File: src/rtl/captura_teclado.sv
// captura_teclado: keyboard entry stage in front of the data decoder.
// Filters PS/2 break/extended sequences and typematic repeats, assembles four
// make codes into shadow registers and commits them atomically on Enter.
// Ports:
//   clk, rst           clock and asynchronous active-high reset
//   rx_done_tick, dout one-cycle strobe and scan code from the PS/2 receiver
//   decenas, unidades, presencia, ignicion  committed make codes
//   listo              one-cycle pulse when a frame is committed
//   campo              next field to fill (0..3), 4 = complete, awaiting Enter
module captura_teclado (
    input  logic       clk,
    input  logic       rst,
    input  logic       rx_done_tick,
    input  logic [7:0] dout,
    output logic [7:0] decenas,
    output logic [7:0] unidades,
    output logic [7:0] presencia,
    output logic [7:0] ignicion,
    output logic       listo,
    output logic [2:0] campo
);

    localparam int unsigned CODE_W   = 8;
    localparam int unsigned CAMPO_W  = 3;
    localparam int unsigned N_CAMPOS = 4;

    localparam logic [CODE_W-1:0] SC_BREAK = 8'hF0;
    localparam logic [CODE_W-1:0] SC_EXT   = 8'hE0;
    localparam logic [CODE_W-1:0] SC_ENTER = 8'h5A;
    localparam logic [CODE_W-1:0] SC_BKSP  = 8'h66;
    localparam logic [CODE_W-1:0] SC_ESC   = 8'h76;

    localparam logic [CAMPO_W-1:0] CAMPO_LLENO = CAMPO_W'(N_CAMPOS);

    typedef enum logic [1:0] {
        REPOSO,
        SOLTAR,
        EXTENDIDO
    } estado_t;

    estado_t estado, estado_n;

    logic [CODE_W-1:0]                ultimo_make, ultimo_make_n;
    logic [N_CAMPOS-1:0][CODE_W-1:0]  sombra, sombra_n;
    logic [N_CAMPOS-1:0][CODE_W-1:0]  salida, salida_n;
    logic [CAMPO_W-1:0]               campo_n;
    logic                             listo_n;
    logic [1:0]                       idx_atras;

    // State and data registers
    always_ff @(posedge clk or posedge rst) begin
        if (rst) begin
            estado      <= REPOSO;
            ultimo_make <= '0;
            sombra      <= '0;
            salida      <= '0;
            campo       <= '0;
            listo       <= 1'b0;
        end else begin
            estado      <= estado_n;
            ultimo_make <= ultimo_make_n;
            sombra      <= sombra_n;
            salida      <= salida_n;
            campo       <= campo_n;
            listo       <= listo_n;
        end
    end

    // Field index cleared by Backspace (the one just below the pointer)
    assign idx_atras = 2'(campo - 3'd1);

    // Prefix FSM, typematic filter and field editing
    always_comb begin
        estado_n      = estado;
        ultimo_make_n = ultimo_make;
        sombra_n      = sombra;
        salida_n      = salida;
        campo_n       = campo;
        listo_n       = 1'b0;

        if (rx_done_tick) begin
            unique case (estado)
                REPOSO: begin
                    if (dout == SC_BREAK) begin
                        estado_n = SOLTAR;
                    end else if (dout == SC_EXT) begin
                        estado_n = EXTENDIDO;
                    end else if (dout != ultimo_make) begin
                        ultimo_make_n = dout;
                        if (dout == SC_ESC) begin
                            sombra_n = '0;
                            campo_n  = '0;
                        end else if (dout == SC_BKSP) begin
                            if (campo != '0) begin
                                campo_n             = campo - 3'd1;
                                sombra_n[idx_atras] = '0;
                            end
                        end else if (dout == SC_ENTER) begin
                            if (campo == CAMPO_LLENO) begin
                                salida_n = sombra;
                                listo_n  = 1'b1;
                                campo_n  = '0;
                            end
                        end else if (campo < CAMPO_LLENO) begin
                            sombra_n[campo[1:0]] = dout;
                            campo_n              = campo + 3'd1;
                        end
                    end
                end
                SOLTAR: begin
                    // Released key: byte dropped, next press of any key is new
                    ultimo_make_n = '0;
                    estado_n      = REPOSO;
                end
                EXTENDIDO: begin
                    estado_n = (dout == SC_BREAK) ? SOLTAR : REPOSO;
                end
                default: begin
                    estado_n = REPOSO;
                end
            endcase
        end
    end

    assign decenas   = salida[0];
    assign unidades  = salida[1];
    assign presencia = salida[2];
    assign ignicion  = salida[3];

endmodule

File: config.mk
export PLATFORM = sky130hd
export DESIGN_NAME = captura_teclado
export DESIGN_NICKNAME = d
export VERILOG_FILES = /design/src/rtl/captura_teclado.sv
export SDC_FILE = /design/constraint.sdc
export NUM_CORES = 1
export LEC_CHECK = 0
export ABC_AREA = 1
export BUFFER_PORTS_ARGS = -buffer_cell sky130_fd_sc_hd__buf_2
export CAP_MARGIN = 10
export CORE_MARGIN = 2
export CORE_UTILIZATION = 39
export CTS_CLUSTER_SIZE = 10
export DETAILED_ROUTE_END_ITERATION = 12
export PLACE_DENSITY = 0.56
export REMOVE_ABC_BUFFERS = 1
export SYNTH_ARGS = -nofsm -noshare
export SYNTH_HDL_FRONTEND = slang
export SYNTH_SLANG_ARGS = --single-unit
File: constraint.sdc
create_clock -name clk -period 2.15 [get_ports clk]
set_clock_uncertainty 0.1 [all_clocks]
set_input_delay 0.1075 -clock clk [delete_from_list [all_inputs] [get_ports clk]]
set_output_delay 0.1075 -clock clk [all_outputs]
set_load 0.03 [all_outputs]
==> results.yml, run 1 <==
logic_synthesis:
  ys_types: 31
  syn_area_sq_mm: 0.00453
  synth_common_cells: "nand2_1 (155), dfrtp_1 (78), inv_1 (72)"
  ys_warn_count: 0
  syn_avg_cell_area_sq_um: 7.53
  yosys.area.top_type: "dfrtp_1"
  synth-main-ff-cell: "dfrtp_1"
  ys_ff_latch: 78
  synth_edf_count: 0
  synth.most_common_cell: "nand2_1"
  seq_area_frac_synth_pct: 43.1
  synth_area_leaders: "dfrtp_1 (43%), nand2_1 (13%), o21ai_0 (6.7%), inv_1 (6.0%), o21ai_2 (5.8%)"
  synthArstFlopShare_pct: 100
  netlist_instances: 602
  synth_top_area_share_pct: 43.1
layout:
  fin_cells: 798
  fin_area_sq_mm: 0.00526
  syn_to_final_growth_pct: 16.0
  utilization_pct: 46.3
  fill_cells: 1175
  final_nets: 666
  n_antenna_cell: 0
  layout-drive-gt1-share_pct: 21.8
setup_path:
  critPathMaxFanout: 16
  end_kind: "flip-flop"
  cp.arrival_ns: 2.16
  crit_required_ns: 2.33
  start_kind: "input port"
  crit_type: "in -> reg"
grt:
  grt_pass1_vias: 3769
  grt_antenna_before_repair: 0
  grtUsageTotal_pct: 18.2
  grt_max_degree: 58
  grt_pass1_wl_um: 18400
  overflow: 0
cts:
  clock_latency_ns: 0.34
  clockBufferDepth: 2
  cts_setup_buffers: 0
  htree_levels: 3
  cts-buffers-inserted: 9
  clkTransAtPathRegs_ns: 0.06
  cts_tree: "yes"
  cts_sinks: 78
  cts_root_buf: "clkbuf_16"
power_and_ir_drop:
  p_comb_share_pct: 35.6
  cellInternalPower_uw: 3450
  irDropWorstVdd_uv: 435
  power.static_leakage_uw: 0.00283
  power_per_cell_area_mw_per_mm2: 1070
  power.switching_uw: 2200
  swShare_pct: 38.9
  power.share.sequential_pct: 36.5
  power_uw: 5650
  power_frac_clock_pct: 27.8
timing:
  fmax_mhz: 504
  fin_crit_ns: 1.98
  drv_slew: 0
  hold_violations: 0
  slew_headroom_pct: 67.1
  period_share_pct: 92.3
  worst_pin_slew_ns: 0.493
  setup-tns-final_ns: 0
  rsz0062_at_grt: "yes"
  setup_viol: 0
place:
  io_buffers: 46
  dp.cells: 777
  dp_hpwl_um: 7390
  routabilityCongestion: 0.858
  placement.cell_area_sq_mm: 0.00489
floorplan:
  io_pins: 47
  row_count: 39
  die_h_um: 112
  die_w_um: 112
  die_area_sq_mm: 0.0125
  start_util_pct: 39.9
  coreArea_sq_mm: 0.0114
worst_hold_path:
  min_path_type: "in -> reg"
detailed_routing:
  drc_errors: 0
  wirelength_um: 10600
  vias_per_cell: 4.87
  post_drt_wl_per_cell_um: 13.3
  ant_nets: 0
  drt-initial-drc-count: 209
  routed-via-count: 3885
  drtPass1Iterations: 5
outcome:
  status: "finished, final reports clean"
flow_run:
  max_cap_violations: 0
## registers in the layout, summed over array words and instances (netlist names)
register     count
sombra          32
decenas          8
ignicion         8
presencia        8
ultimo_make      8
unidades         8
campo            3
estado           2
listo            1
## power groups by stage
stage               clock network (uW)  logic [uW]  registers, uW
floorplan                            0        1420           2100
global placement                     0        1980           2070
detailed placement                   0        2010           2080
CTS                               1620        2030           2060
global route                      1680        2340           2110
finish                            1570        2010           2060
## area by class of cell
cell class | instances | area (sq um) | share of cell area, %
clock inverter | 5 | 57.6 | 1.09
clock buffer | 11 | 253 | 4.80
tap | 143 | 179 | 3.40
timing repair buffer | 66 | 430 | 8.18
inverter | 79 | 299 | 5.69
sequential | 78 | 1950 | 37.1
multi-input combinational | 416 | 2090 | 39.7
## cells in the final DEF (no fill, tap or decap), drive strengths merged
cell	Yosys	final
nand2	170	170
clkinvlp	0	3
nor4	1	1
nand3	37	37
o21ai	102	102
xor2	1	1
dfrtp	78	78
nor2	71	71
a21oi	18	18
inv	79	79
o21a	1	1
nand4	7	7
clkbuf	10	11
bufinv	0	1
dlygate4sd3	0	5
nor3	1	1
clkinv	0	1
xnor2	2	2
ha	5	5
buf	19	61
## per-stage QoR
step / hold WS [ns] / setup WS [ns]
floorplan: 0.104 / -0.334
global placement: 0.0545 / 0.320
detailed placement: 0.0673 / 0.231
CTS: 0.0502 / 0.162
global route: 0.0694 / -0.0141
finish: 0.0604 / 0.165
## worst max-delay path: stages
cell and delay [ns]:
dlygate4sd3_1 0.52, buf_2 0.17, inv_2 0.15, nand2_1 0.11, nor2_4 0.15, nand4_4 0.18
nand2_4 0.17, nand2_2 0.07, nor2_4 0.11, buf_4 0.22, nand3_1 0.11, nand2_1 0.08
## logic make-up (layout without fill, tap and decap cells)
kind of cell | count (synthesis) | in the layout | share of synthesized area (%)
simple gates | 287 | 287 | 28.1
fa+ha+maj | 5 | 5 | 1.38
flops | 78 | 78 | 43.1
compound gates | 121 | 121 | 15.9
xor+xnor | 3 | 3 | 0.580
buf+inv | 108 | 161 | 11.0
## repair_timing
item | CTS | global route
hold buffers | 5 | 0
hold endpoints to repair | 25 | 0
setup endpoints to repair | 0 | 31
gates resized for setup | 0 | 2
## per-layer routing
metal	up-vias	wire, um	share of wire, %	global-route usage (%)
met4	0	173	1.6	7.49
met2	84	4870	46	29.6
met3	16	428	4.0	3.05
met5	-	0	0	0
li1	2004	-	-	-
met1	1781	5130	48	24.4
## final timing paths
kind / slack, ns / start / cells after the start / to
min in group asynchronous: 0.23 / rst / 3 / presencia[1]$_DFFE_PP0P_
hold reg to reg: 0.37 / sombra[22]$_DFFE_PP0P_ / 2 / sombra[22]$_DFFE_PP0P_
setup / recovery: 0.17 / dout[3] / 12 / sombra[5]$_DFFE_PP0P_
setup reg to reg: 0.23 / campo[0]$_DFFE_PP0P_ / 10 / sombra[25]$_DFFE_PP0P_
hold / removal: 0.06 / dout[1] / 3 / ultimo_make[1]$_DFFE_PP0P_
max in group asynchronous: 1.05 / rst / 4 / campo[0]$_DFFE_PP0P_
No activity file was read; power rests on OpenSTA's default activity.
==> run 2: changes to the inputs <==
- ABC_AREA: 1 -> not set
- CORE_ASPECT_RATIO: not set -> 0.7
- PLACE_DENSITY: 0.56 -> 0.57
==> run 2 against run 1 <==
  * First-iteration DRC count is 44% lower
  * Clock power barely moved
  * Non-clock buffer count increased by 7
  * Final cell count shrank 42%
  * Fmax is 2.6% lower
  * Worst hold slack worse by 0.045 ns
  * Clock-buffer cell count stayed put
  * Critical endpoint is now campo[1]$_DFFE_PP0P_
  * Die area is 22% lower
  * Design area decreased by 17%
  * Combinational power fell by 41%
  * Sequential share of layout area up 7.5 points
==> results.yml, run 2 <==
logic_synthesis:
  ys_warn_count: 0
  synth_edf_count: 0
  syn_area_sq_mm: 0.00351
  synthArstFlopShare_pct: 100
  ys_types: 50
  synth_top_area_share_pct: 55.7
  synth.most_common_cell: "dfrtp_1"
  seq_area_frac_synth_pct: 55.7
  yosys.area.top_type: "dfrtp_1"
  synth-main-ff-cell: "dfrtp_1"
  ys_ff_latch: 78
  netlist_instances: 271
  syn_avg_cell_area_sq_um: 12.9
  synth_area_leaders: "dfrtp_1 (56%), mux2_2 (11%), a22o_1 (5.0%), a32o_1 (3.4%), xnor2_1 (2.0%)"
  synth_common_cells: "dfrtp_1 (78), mux2_2 (33), a22o_1 (20)"
power_and_ir_drop:
  power_uw: 4810
  power_per_cell_area_mw_per_mm2: 1100
  irDropWorstVdd_uv: 529
  power.static_leakage_uw: 0.00217
place:
  io_buffers: 46
  routabilityCongestion: 0.879
  dp_hpwl_um: 5980
  pre_cts_ws_ns: 0.0725
  dp.cells: 443
timing:
  fin_ws_ns: 0.111
  fin_crit_ns: 2.04
  whs_ns: 0.0158
  drv_slew: 0
  slew_headroom_pct: 63.2
  worst_pin_slew_ns: 0.548
  rsz0062_at_grt: "no"
  fmax_mhz: 490
  period_share_pct: 94.8
  hold_violations: 0
  setup_viol: 0
floorplan:
  row_count: 28
  die_h_um: 83.3
  io_pins: 47
  die_area_sq_mm: 0.00978
  start_util_pct: 40.9
  die_w_um: 117
  coreArea_sq_mm: 0.00858
cts:
  cts_sinks: 78
  clockBufferDepth: 2
  cts_tree: "yes"
  cts_root_buf: "clkbuf_16"
  cts-buffers-inserted: 9
  clkTransAtPathRegs_ns: 0.06
  clock_latency_ns: 0.34
  htree_levels: 3
layout:
  n_antenna_cell: 0
  layout-drive-gt1-share_pct: 38.5
  layout_commonest_cell: "dfrtp_1"
  final_cell_mix: "dfrtp_1 (78), buf_2 (46), mux2_2 (33), a22o_1 (20), buf_4 (19)"
  final_nets: 354
  syn_to_final_growth_pct: 24.7
  fill_cells: 752
  utilization_pct: 51.0
  regMostFlops: "sombra"
  fin_cells: 463
  largest_reg_flops: 32
grt:
  grt_pass1_wl_um: 13400
  overflow: 0
  grt_antenna_before_repair: 0
  grtUsageTotal_pct: 17.7
  grt_pass1_vias: 2389
  grt_max_degree: 39
setup_path:
  crit_type: "reg -> reg"
  end_kind: "flip-flop"
  cp.arrival_ns: 2.16
  start_kind: "flip-flop"
  crit_required_ns: 2.27
  critPathMaxFanout: 5
detailed_routing:
  drt-initial-drc-count: 117
  wirelength_um: 8150
  drc_errors: 0
  routed-via-count: 2499
  post_drt_wl_per_cell_um: 17.6
  drtPass1Iterations: 4
  ant_nets: 0
  vias_per_cell: 5.40
flow_run:
  max_cap_violations: 0
worst_hold_path:
  min_path_type: "in -> reg"
outcome:
  status: "finished, final reports clean"
-- run 2: changes by cell type after synthesis, sizes merged, moves of 5 or more --
cell    previous run  this run
a32o               0        12
nor2              71         4
inv               79        11
clkbuf            10         3
a22o               0        20
xnor2              2         8
a21oi             18         3
o311ai             0         5
o21ai            102         6
mux2               0        34
nand2            170        11
nand3             37        13
buf               19        14
-- run 2: path summary, 6_finish.rpt --
kind	startpoint	endpoint	slack, ns	cells past startpoint
hold reg to reg	estado[1]$_DFFE_PP0P_	estado[1]$_DFFE_PP0P_	0.38	2
hold / removal	dout[3]	ultimo_make[3]$_DFFE_PP0P_	0.02	3
setup reg to reg	campo[0]$_DFFE_PP0P_	campo[1]$_DFFE_PP0P_	0.11	6
max in group asynchronous	rst	listo$_DFF_PP0_	1.07	4
setup / recovery	campo[0]$_DFFE_PP0P_	campo[1]$_DFFE_PP0P_	0.11	6
min in group asynchronous	rst	decenas[5]$_DFFE_PP0P_	0.23	3
-- run 2: logic make-up after synthesis --
group | count (synthesis) | share of synthesized area [%]
compound gates | 63 | 14.9
xor+xnor | 8 | 2.00
fa+ha+maj | 5 | 1.78
buf+inv | 29 | 4.49
flops | 78 | 55.7
mux | 36 | 11.5
simple gates | 52 | 9.70
-- run 2: timing repair --
action,4_1_cts,5_1_grt
setup endpoints to repair,0,14
hold endpoints to repair,21,0
hold buffers,4,0
resized for setup,0,3
buffers inserted,0,0
-- run 2: power by group --
| group | total (uW) | internal (uW) | leakage, uW | switching, uW |
|---|---|---|---|---|
| sequential | 2020 | 1790 | 0.00103 | 225 |
| combinational | 1190 | 546 | 0.000989 | 643 |
| clock | 1600 | 1020 | 0.000154 | 579 |
| total | 4810 | 3360 | 0.00217 | 1450 |
-- run 2: layout make-up --
class	instances	area, sq um	share of cell area, %
Clock inverter	5	82.6	1.89
Timing Repair Buffer	73	493	11.3
Clock buffer	11	233	5.32
Tap cell	120	150	3.43
Sequential cell	78	1950	44.6
Multi-Input combinational cell	164	1420	32.4
Inverter	12	45.0	1.03
-- run 2: critical path: stages (launching register included) --
cell and delay (ns):
dfrtp_1 0.41, inv_1 0.16, ha_1 0.23, nand2b_1 0.12, o31a_1 0.29, o211ai_1 0.23, mux2_2 0.39
-- run 2: per-stage QoR --
step	area, sq um	TNS, ns
floorplan	3390	-8.95
global placement	4000	0
detailed placement	4000	0
CTS	4350	0
global route	4370	0
finish	4370	0
-- run 2: metal layers --
metal / up-vias / wire length (um) / GRT usage [%]
li1: 1159 / - / -
met1: 1242 / 4050 / 26.7
met2: 89 / 3430 / 24.1
met3: 9 / 589 / 6.25
met4: 0 / 82 / 4.16
met5: - / 0 / 0
